===== src/rtl/id_issue_ctrl_pkg.sv =====
// Shared parameters for the ID-stage issue controller: FSM encodings, depth
// default and the base-ISA opcodes the decoder feeds into the controller.
package id_issue_ctrl_pkg;

  localparam int MAX_INFLIGHT_DEF = 3;

  typedef enum logic [1:0] {
    ST_RUN   = 2'd0,
    ST_STALL = 2'd1,
    ST_DRAIN = 2'd2
  } issue_state_e;

  // Opcodes whose rs1/rs2 fields are not read by the decoder (LUI, AUIPC, JAL)
  localparam logic [6:0] OP_LUI    = 7'b0110111;
  localparam logic [6:0] OP_AUIPC  = 7'b0010111;
  localparam logic [6:0] OP_JAL    = 7'b1101111;
  localparam logic [6:0] OP_JALR   = 7'b1100111;
  localparam logic [6:0] OP_BRANCH = 7'b1100011;
  localparam logic [6:0] OP_LOAD   = 7'b0000011;
  localparam logic [6:0] OP_STORE  = 7'b0100011;
  localparam logic [6:0] OP_IMM    = 7'b0010011;
  localparam logic [6:0] OP_REG    = 7'b0110011;
  localparam logic [6:0] OP_FENCE  = 7'b0001111;
  localparam logic [6:0] OP_SYSTEM = 7'b1110011;

endpackage


===== src/rtl/id_scoreboard.sv =====
// Register scoreboard: one pending-write bit per architectural register,
// with write-back bypass on the lookup side.
module id_scoreboard
  import id_issue_ctrl_pkg::*;
(
  input  logic        clk,
  input  logic        rst,
  input  logic        set_en,
  input  logic [4:0]  set_idx,
  input  logic        clr_en,
  input  logic [4:0]  clr_idx,
  input  logic [4:0]  rs1_idx,
  input  logic [4:0]  rs2_idx,
  input  logic [4:0]  rd_idx,
  output logic [31:0] busy,
  output logic        rs1_busy,
  output logic        rs2_busy,
  output logic        rd_busy,
  output logic        clr_err
);

  logic [31:0] busy_q;
  logic [31:0] eff_busy;
  logic [31:0] busy_nxt;

  // A register being written back this cycle no longer blocks a reader.
  always_comb begin
    eff_busy = busy_q;
    if (clr_en) eff_busy[clr_idx] = 1'b0;
    eff_busy[0] = 1'b0;
  end

  assign rs1_busy = eff_busy[rs1_idx];
  assign rs2_busy = eff_busy[rs2_idx];
  assign rd_busy  = eff_busy[rd_idx];
  assign clr_err  = clr_en && (clr_idx != 5'd0) && !busy_q[clr_idx];

  // Set is applied after clear so a new writer wins over a same-cycle WB.
  always_comb begin
    busy_nxt = busy_q;
    if (clr_en && clr_idx != 5'd0) busy_nxt[clr_idx] = 1'b0;
    if (set_en && set_idx != 5'd0) busy_nxt[set_idx] = 1'b1;
    busy_nxt[0] = 1'b0;
  end

  always_ff @(posedge clk or posedge rst) begin
    if (rst) busy_q <= '0;
    else     busy_q <= busy_nxt;
  end

  assign busy = busy_q;

endmodule


===== src/rtl/id_issue_ctrl.sv =====
// ID-stage issue controller: hazard/serialisation gating, in-flight counter,
// RUN/STALL/DRAIN sequencing and sticky protocol-error flag.
module id_issue_ctrl
  import id_issue_ctrl_pkg::*;
#(
  parameter int MAX_INFLIGHT = MAX_INFLIGHT_DEF
) (
  input  logic        clk,
  input  logic        rst,
  input  logic        i_dec_valid,
  input  logic [4:0]  i_rs1,
  input  logic [4:0]  i_rs2,
  input  logic [4:0]  i_rd,
  input  logic        i_rs1_used,
  input  logic        i_rs2_used,
  input  logic        i_rd_wr,
  input  logic        i_fence,
  input  logic        i_ex_ready,
  input  logic        i_flush,
  input  logic        i_wb_wr,
  input  logic [4:0]  i_wb_rd,
  input  logic        i_retire,
  output logic        o_issue,
  output logic        o_id_stall,
  output logic [31:0] o_busy,
  output logic [2:0]  o_inflight,
  output logic [1:0]  o_state,
  output logic        o_sb_err
);

  // state    | meaning
  // ST_RUN   | normal issue
  // ST_STALL | ID instruction held by hazard, depth or EX back-pressure
  // ST_DRAIN | fence waiting for all older instructions and writes to finish

  issue_state_e state_q, state_nxt;
  logic [2:0]   inflight_q;
  logic         err_q;
  logic         rs1_busy, rs2_busy, rd_busy, clr_err;
  logic         hazard, below_max, fence_block, drain_ok, issue, stall;

  id_scoreboard u_sb (
    .clk      (clk),
    .rst      (rst),
    .set_en   (issue & i_rd_wr),
    .set_idx  (i_rd),
    .clr_en   (i_wb_wr),
    .clr_idx  (i_wb_rd),
    .rs1_idx  (i_rs1),
    .rs2_idx  (i_rs2),
    .rd_idx   (i_rd),
    .busy     (o_busy),
    .rs1_busy (rs1_busy),
    .rs2_busy (rs2_busy),
    .rd_busy  (rd_busy),
    .clr_err  (clr_err)
  );

  assign hazard      = (i_rs1_used & rs1_busy) | (i_rs2_used & rs2_busy) | (i_rd_wr & rd_busy);
  assign below_max   = inflight_q < 3'(MAX_INFLIGHT);
  assign fence_block = i_fence && (inflight_q != 3'd0);
  assign drain_ok    = (state_q != ST_DRAIN) || ((inflight_q == 3'd0) && (o_busy == 32'd0));

  // rst gating keeps issue/stall quiet while the async reset is held.
  assign issue = !rst && i_dec_valid && !i_flush && !hazard && i_ex_ready &&
                 below_max && !fence_block && drain_ok;
  assign stall = !rst && i_dec_valid && !i_flush && !issue;

  always_comb begin
    state_nxt = state_q;
    unique case (state_q)
      ST_RUN: begin
        if (stall) state_nxt = i_fence ? ST_DRAIN : ST_STALL;
      end
      ST_STALL: begin
        if (issue || !i_dec_valid) state_nxt = ST_RUN;
        else if (stall && i_fence) state_nxt = ST_DRAIN;
      end
      ST_DRAIN: begin
        if (issue) state_nxt = ST_RUN;
      end
      default: state_nxt = ST_RUN;
    endcase
    if (i_flush) state_nxt = ST_RUN;
  end

  always_ff @(posedge clk or posedge rst) begin
    if (rst) begin
      state_q    <= ST_RUN;
      inflight_q <= 3'd0;
      err_q      <= 1'b0;
    end else begin
      state_q <= state_nxt;
      if (issue && !i_retire)
        inflight_q <= inflight_q + 3'd1;
      else if (!issue && i_retire && inflight_q != 3'd0)
        inflight_q <= inflight_q - 3'd1;
      if (clr_err || (i_retire && inflight_q == 3'd0))
        err_q <= 1'b1;
    end
  end

  assign o_issue    = issue;
  assign o_id_stall = stall;
  assign o_inflight = inflight_q;
  assign o_state    = state_q;
  assign o_sb_err   = err_q;

endmodule

===== config.mk =====
export PLATFORM = sky130hd
export DESIGN_NAME = id_issue_ctrl
export DESIGN_NICKNAME = d
export VERILOG_FILES = /design/src/rtl/id_issue_ctrl_pkg.sv /design/src/rtl/id_scoreboard.sv /design/src/rtl/id_issue_ctrl.sv
export SDC_FILE = /design/constraint.sdc
export NUM_CORES = 1
export LEC_CHECK = 0
export CORE_UTILIZATION = 35
export DETAILED_ROUTE_END_ITERATION = 10
export PLACE_DENSITY = 0.62
export SYNTH_ARGS = -nofsm -noshare
export SYNTH_HDL_FRONTEND = slang
export SYNTH_SLANG_ARGS = --single-unit

===== constraint.sdc =====
create_clock -name clk -period 5 [get_ports clk]
set_input_delay 0.5 -clock clk [delete_from_list [all_inputs] [get_ports clk]]
set_output_delay 0.5 -clock clk [all_outputs]
set_load 0.05 [all_outputs]

* Yosys cells after proc, flatten, opt, wreduce, memory -nomap -nowiden *
Index checks and enable logic that the tools add are counted.

word-level totals
  register bits after elaboration = 37
  latch bits = 0
  RAM bits = 0
  bits in read-only memories = 0
  input bits = 31
  output and inout bits = 40
  logic and storage cells = 91
  memories kept = 0

cells by class
  add/sub/neg operators = 2
  multipliers = 0
  div/mod/pow operators = 0
  magnitude comparators = 7
  eq/ne operators = 6
  shift-type cells = 0
  muxes and demuxes = 24
  bitwise gates (word level) = 9
  reductions and logical operators = 39

operator list
  kind                   count
  $mux W32               3
  $and A32 B32 Y32       1
  $logic_not A32 Y1      1
  $not A32 Y32           1
  $or A32 B32 Y32        1
  $lt A5 B6 Y1 const B   4
  $bmux W1 S5            4
  $logic_and A1 B1 Y1    20
  $mux W2                6
  $demux W1 S5           2
  $ge A5 B1 Y1 const B   2
  $reduce_bool A5 Y1     2
  $logic_not A1 Y1       8
  $mux W1                6
  $mux W3                2
  $ne A3 B3 Y1 const B   2
  $pmux W2 S3            1
  $and A1 B1 Y1          4
  $ne A4 B4 Y1 const B   1
  $add A3 B1 Y3 const B  1
  $logic_not A3 Y1       1
  $logic_or A1 B1 Y1     3
  $lt A3 B2 Y1 const B   1
  $reduce_and A3 Y1      1
  8 further kinds        9

* Longest topological paths before layout *
Gate-level depths: netlist (run 1).

  depth in word-level cells = 25
  depth in mapped cells = 16

* By module *
From an unflattened synthesis (run 1), not the netlist that was laid out.

unflattened totals
  cells, all modules = 380
  area, all modules = 3321.9 µm²

modules (own cells, without submodules)
  module         instances  cells an instance  area an instance (µm²)
  id_scoreboard  1          325                2824.0
  id_issue_ctrl  1          55                 498.0

* Least setup slack after synthesis (run 1) *
No wires, ideal clock.

  kind = input to output
  start point = input port i_rd[1]
  end point = output port o_id_stall
  arrival = 3.325 ns
  required time = 4.500 ns
  setup slack = 1.175 ns
  stages = 10
  buffers on the path = 2
  path through = clkbuf_1 clkbuf_1 o211ai_1 o2111ai_1 nand3_1 a2111oi_0 nand3_1 nand4b_4 inv_2 nor3_1

between the ends
  word-level cells in the longest chain between the ends = 12

ends and longest elaborated chain
  element                            line                 source
  start: declaration                 id_issue_ctrl.sv:13  input logic [4:0] i_rd,
  $bmux W1 S5                        id_scoreboard.sv:35  assign rd_busy = eff_busy[rd_idx];
  $mux W1 (not written as such)      id_scoreboard.sv:35
  $and A1 B1 Y1                      id_issue_ctrl.sv:59  assign hazard = (i_rs1_used & rs1_busy) | (i_rs2_used & rs2_busy) | (i_rd_wr & rd_busy);
  $or A1 B1 Y1                       id_issue_ctrl.sv:59
  $logic_not A1 Y1                   id_issue_ctrl.sv:65  assign issue = !rst && i_dec_valid && !i_flush && !hazard && i_ex_ready &&
  $logic_and A1 B1 Y1 (3 in series)  id_issue_ctrl.sv:65
  $logic_and A1 B1 Y1 (2 in series)  id_issue_ctrl.sv:66  below_max && !fence_block && drain_ok;
  named net o_issue                  id_issue_ctrl.sv:23  output logic o_issue,
  $logic_not A1 Y1                   id_issue_ctrl.sv:67  assign stall = !rst && i_dec_valid && !i_flush && !issue;
  $logic_and A1 B1 Y1                id_issue_ctrl.sv:67
  end: declaration                   id_issue_ctrl.sv:24  output logic o_id_stall,

The timed path passes the listed nets, and every way through them passes these cells. The select of a mux whose other input is x is not followed.

* Final worst setup path (run 1) *
  start point = input port i_wb_rd[3]
  end point = register inflight_q[1], in the netlist o_inflight[1]

between the ends
  word-level cells in the longest chain between the ends = 22

ends and longest elaborated chain
  element                                                                    line                                      source
  start: declaration                                                         id_issue_ctrl.sv:21                       input logic [4:0] i_wb_rd,
  $lt A5 B6 Y1 (not written as such) / $ge A5 B1 Y1 (equally long branches)  id_scoreboard.sv:29                       if (clr_en) eff_busy[clr_idx] = 1'b0;
  $logic_and A1 B1 Y1 (not written as such)                                  id_scoreboard.sv:29
  $mux W1 (not written as such)                                              id_scoreboard.sv:29
  $demux W1 S5 (*)                                                           n/a
  $not A32 Y32 (no source line) (*)                                          n/a
  $and A32 B32 Y32 (no source line) (*)                                      n/a
  $mux W32 (*)                                                               id_scoreboard.sv:29
  $bmux W1 S5, on equally long branches                                      id_scoreboard.sv:33, id_scoreboard.sv:34
  [... 2 more ...]                                                           n/a
  $or A1 B1 Y1                                                               id_issue_ctrl.sv:59
  $or A1 B1 Y1 (*)                                                           id_issue_ctrl.sv:59
  $logic_not A1 Y1 (*)                                                       id_issue_ctrl.sv:65
  $logic_and A1 B1 Y1 (*) (3 in series)                                      id_issue_ctrl.sv:65
  $logic_and A1 B1 Y1 (*) (2 in series)                                      id_issue_ctrl.sv:66
  $logic_not A1 Y1                                                           id_issue_ctrl.sv:96                       else if (!issue && i_retire && inflight_q != 3'd0)
  $logic_and A1 B1 Y1 (2 in series)                                          id_issue_ctrl.sv:96
  $reduce_bool A2 Y1 (no source line)                                        n/a
  end signal: assignment                                                     id_issue_ctrl.sv:95                       inflight_q <= inflight_q + 3'd1;
  end signal: assignment                                                     id_issue_ctrl.sv:97                       inflight_q <= inflight_q - 3'd1;
  end: declaration                                                           id_issue_ctrl.sv:37                       logic [2:0] inflight_q;

Mark *: on every way between the ends. The rest lies on a longest branch, timed or not. The select of a mux whose other input is x is not followed.
A chain may end at the register's enable or synchronous reset.

==> impl_metrics.yaml, run 1 <==
logic_synthesis:
  synth_edf_count: 0
  synth-seq-area-share_pct: 30.1
  synth_top_area_cell: "dfrtp_1"
  synth.most_common_cell: "dfrtp_1"
  synth_nets: 365
  synthTopCellsByCount: "dfrtp_1 (37), o21ai_0 (36), o21ai_1 (29)"
  async_flop_share_pct: 100
  yosysWarnings: 0
  yosys.area.top_type_share_pct: 30.1
  avgSynthCellArea_sq_um: 9.24
  netlist_area_sq_um: 3080
  synth_cell_types: 63
  synth_ff_type: "dfrtp_1"
  syn_inst: 333
  ys_ff_latch: 37
  synthTopCellsByArea: "dfrtp_1 (30%), mux4_2 (12%), o21ai_0 (5.9%), o21ai_1 (4.7%), mux2i_1 (4.2%)"
routing:
  vias_per_cell: 6.45
  detail-route-antenna-nets: 0
  drt_first_iter_violations: 279
  vias: 3246
  routed_wl_microns: 12200
  route.detailed.drc: 0
  met1_length_microns: 4980
  met3_length_microns: 1270
  dr.pass1.iters: 5
  top_layer: "met5"
  wl_met2_microns: 5480
  wl_per_cell_microns: 24.2
clock_network:
  clk_pin_slew_ns: 0.07
  cts-root-buf: "clkbuf_8"
  numCtsBuffers: 5
  cts_tree: "yes"
  cts_max_path_buffers: 2
  cts_sinks: 37
  clock_latency_ns: 0.30
  post_cts_buffers: 0
  hold_buffers: 0
  cts_max_level: 2
  cts_resized: 0
floorplanning:
  dieArea_sq_um: 9170
  die_h_microns: 95.7
  ioPinCount: 71
  core_area_sq_um: 8340
  rows: 33
  dieWidth_microns: 95.7
  start_util_pct: 36.9
power:
  irDropWorstVdd_uv: 124
  finalPower_mw: 0.948
  powerDensity_nw_per_um2: 238
  power_leakage_nw: 1.48
worst_setup_path:
  endpoint_kind: "flop"
  path_cells: "clkdlybuf4s50_1 -> nand4_1 -> o21ai_0 -> mux4_2 -> mux2i_1 -> and4b_1 -> a311oi_2 -> nand4b_4 -> inv_2 -> nand2b_1 -> fa_1 -> nand2_1 -> nor3_1 -> a211o_1"
  start_kind: "input pin"
  crit_fanout: 13
  worst_ep_required_time_ns: 5.18
  critical_path_arrival_ns: 4.69
  path_class: "input pin to flop"
  max_stage_delay_ns: 0.77
  crit_path_top_delay_cell: "clkdlybuf4s50_1"
min_path:
  min-delay-path-class: "flop to flop"
cells_and_area:
  syn_to_final_growth_pct: 29.5
  design_area_sq_um: 3980
  diodes: 0
  drive_gt1_share_pct: 13.1
  final_util_pct: 47.7
  fin_nets: 429
sta:
  finClkSkew_ns: 0.00559
  fmax_mhz: 222
  finalSetupTns_ns: 0
  min_period_ns: 4.51
  drv_slew: 0
  hold_violations: 0
  fin_crit_sh_pct: 90.2
  worst_pin_slew_ns: 0.733
  rsz0062_at_grt: "no"
  max_slew_margin_pct: 51.0
  setup_viol: 0
global_routing:
  grt_pass1_vias: 3109
  antenna_found_initial: 1
  grt_max_degree: 38
  grt_pass1_wl_microns: 18500
  grt_overflow: 0
  grt_use_total_pct: 28.1
place:
  hpwlAfterDp_microns: 9340
  gp_congestion: 0.943
  place.port_buffers: 69
  dpl-instance-area_sq_um: 3870
run_status:
  outcome: "complete, no violations"
flow_run:
  drv_cap: 0
-- critical path, delay by kind of cell --
kind,cells,cell delay [ns]
AO/OA/AOI/OAI,3,1.22
AND/OR/NAND/NOR,6,1.10
adder cells (fa/ha/maj),1,0.46
multiplexers,2,0.43
buffers and inverters,2,0.97
-- placed cells by master, fill, tap and decap left out, drive strengths merged, types with 10 or more instances in the layout --
cell type       n
o21ai          69
clkdlybuf4s50  67
dfrtp          37
nor2           18
mux4           18
mux2i          13
buf            13
nand2          12
nand3          12
inv            12
nand2b         10
nor3           10
-- cell families (layout without fill, tap and decap cells) --
kind of cell	Yosys count	in the layout	share of synthesized area (%)
buffers and inverters	35	100	4.96
xor gates and xnor gates	3	3	0.855
and+or+nand+nor	105	105	20.5
muxes	35	35	19.0
other	1	1	0.122
adders and majority gates	2	2	0.976
DFF	37	37	30.1
AOI/OAI and AO/OA	115	115	23.5
-- area by class of cell --
| cell class | count | area (sq um) |
|---|---|---|
| inverters | 12 | 45.0 |
| repair buffers | 80 | 768 |
| multi-input cells | 261 | 2000 |
| flip-flops and latches | 37 | 926 |
| well taps | 105 | 131 |
| fillers | 793 | 4360 |
| clock inverters | 3 | 46.3 |
| clock buffers | 5 | 68.8 |
-- flip-flops by register name, indices dropped and copies added, names as in the netlist --
signal / cells
u_sb.busy: 31
o_inflight: 3
o_state: 2
o_sb_err: 1
-- path summary, 6_finish.rpt --
kind	start	to	cells after the start	slack, ns
min in group asynchronous	rst	o_state[0]	3	0.75
min reg2reg	o_state[1]	o_state[0]	1	0.49
min	o_state[1]	o_state[0]	1	0.49
max reg2reg	o_inflight[0]	o_inflight[1]	12	1.60
max in group asynchronous	rst	u_sb.busy[27]	3	3.91
max	i_wb_rd[3]	o_inflight[1]	14	0.49
-- power breakdown --
group	internal (mW)	switching, mW
Sequential	0.318	0.0336
Combinational	0.129	0.203
Clock	0.149	0.115
Total	0.596	0.352
-- metal layers --
metal | up-vias | track usage (%)
met5 | - | 0
met4 | 2 | 11.6
met3 | 35 | 6.64
met2 | 209 | 43.3
met1 | 1567 | 37.9
li1 | 1433 | -
-- stage by stage --
| step | std cells | hold WS, ns | setup WS (ns) |
|---|---|---|---|
| after detailed placement | 495 | 0.490 | 0.241 |
| final | 503 | 0.494 | 0.491 |
| after CTS | 503 | 0.500 | 0.528 |
| after global placement | 495 | 0.468 | 0.215 |
| after floorplan | 333 | 0.573 | 1.17 |
| after global routing | 503 | 0.528 | 0.275 |
(Power assumes the default switching activity.)
==> run 2, diff against run 1 <==
- CORE_UTILIZATION: 35 -> 55
- PLACE_DENSITY: 0.62 -> 0.9
==> impl_metrics.yaml, run 2 (same netlist as run 1, synthesis figures left out) <==
clock_network:
  clock_latency_ns: 0.31
  post_cts_buffers: 0
  clk_pin_slew_ns: 0.08
  cts_max_level: 2
  cts_resized: 0
  cts_sinks: 37
  cts_tree: "yes"
  cts-root-buf: "clkbuf_8"
  hold_buffers: 0
  cts_max_path_buffers: 2
  numCtsBuffers: 5
cells_and_area:
  final_util_pct: 74.6
  fill_cells: 397
  design_area_sq_um: 3910
  multi_input_area_sq_um: 2000
  layout_commonest_cell: "clkdlybuf4s50_1"
  fin_nets: 425
  final_cell_mix: "clkdlybuf4s50_1 (67), dfrtp_1 (37), o21ai_0 (36), o21ai_1 (29), nor2_1 (18)"
  syn_to_final_growth_pct: 27.1
  seqCellArea_sq_um: 926
  drive_gt1_share_pct: 12.2
  largest_reg_flops: 31
  final_cells: 464
  diodes: 0
place:
  place_ws_ns: 0.468
  post-place-cells: 456
  hpwlAfterDp_microns: 8490
  dpl-instance-area_sq_um: 3790
  place.port_buffers: 69
  gp_congestion: 1.03
flow_run:
  drv_cap: 0
floorplanning:
  core_area_sq_um: 5240
  start_util_pct: 58.7
  dieArea_sq_um: 5890
  dieWidth_microns: 76.8
  die_h_microns: 76.8
  rows: 26
  ioPinCount: 71
global_routing:
  grt_pass1_vias: 3225
  grt_use_total_pct: 39.7
  grt_max_degree: 38
  antenna_found_initial: 0
  grt_pass1_wl_microns: 17600
  grt_overflow: 0
power:
  powerDensity_nw_per_um2: 244
  power_leakage_nw: 1.46
  irDropWorstVdd_uv: 193
  finalPower_mw: 0.954
worst_setup_path:
  cp_num_buf_inv: 2
  worst_ep_required_time_ns: 5.19
  start_kind: "input pin"
  reg2reg_to: "o_inflight[1]"
  cp.depth: 14
  r2r-start: "o_inflight[0]"
  crit_fanout: 14
  critPathTopFamily: "simple AND/OR/NAND/NOR gates"
  critPathLaunch: "i_wb_rd[1]"
  crit_end: "o_inflight[1]"
  path_cells: "clkdlybuf4s50_1 -> nand4_1 -> o21ai_0 -> mux4_2 -> mux2i_1 -> and4b_1 -> a311oi_2 -> nand4b_4 -> inv_2 -> nand2b_1 -> fa_1 -> nand2_1 -> nor3_1 -> a211o_1"
  reg2reg_slack_ns: 1.42
  critical_path_arrival_ns: 4.59
  crit_path_top_delay_cell: "clkdlybuf4s50_1"
  max_stage_delay_ns: 0.78
  endpoint_kind: "flop"
  rr_worst_depth: 12
  path_class: "input pin to flop"
sta:
  holdWs_ns: 0.490
  finClkSkew_ns: 0.0123
  finalSetupTns_ns: 0
  min_period_ns: 4.40
  worst_pin_slew_ns: 0.924
  max_slew_margin_pct: 38.2
  hold_violations: 0
  rsz0062_at_grt: "no"
  worst_slack_ns: 0.596
  fin_crit_sh_pct: 88.1
  fmax_mhz: 227
  drv_slew: 0
  setup_viol: 0
routing:
  drt_first_iter_violations: 461
  vias: 3450
  detail-route-antenna-nets: 0
  wl_per_cell_microns: 24.8
  vias_per_cell: 7.44
  routed_wl_microns: 11500
  dr.pass1.iters: 5
  route.detailed.drc: 0
run_status:
  outcome: "complete, no violations"
min_path:
  min-delay-path-class: "flop to flop"
run 2: cell count changes in the layout (fill, tap and decap cells not counted):
cell	before	now
buf_4	13	9
run 2: worst reg2reg max path: stages, from the launching register on:
cell and delay, ns:
dfrtp_1 0.48, nor3_1 0.62, nand3_1 0.16, o31ai_1 0.32
nand2_1 0.18, a311oi_2 0.34, nand4b_4 0.20, inv_2 0.19
nand2b_1 0.11, fa_1 0.45, nand2_1 0.08, nor3_1 0.05
a211o_1 0.28
run 2: worst min path at each step:
stage,start,to,depth (start not counted)
global route,o_state[1],o_state[0],1
global placement,o_state[1],o_state[0],1
CTS,o_state[1],o_state[0],1
floorplan,i_flush,o_state[1],1
finish,o_state[1],o_state[0],1
detailed placement,o_state[1],o_state[0],1
run 2: power breakdown:
part           internal, mW  switching (mW)  total, mW
clock                 0.150           0.127      0.276
combinational         0.127           0.201      0.328
sequential            0.318          0.0321      0.350
total                 0.594           0.360      0.954
run 2: layout make-up:
class	count	area share [%]
timing repair buffer	76	18.9
clock buffer	5	1.76
sequential	37	23.7
multi-input combinational	261	51.1
inverter	12	1.15
clock inverter	3	1.18
tap	70	2.24
run 2: metal layers:
layer	track usage, %	vias up	part of all wire (%)
met5	0	-	0
met4	21.9	0	5.7
met3	10.8	70	15
met2	59.0	336	44
met1	52.4	1625	36
li1	-	1419	-
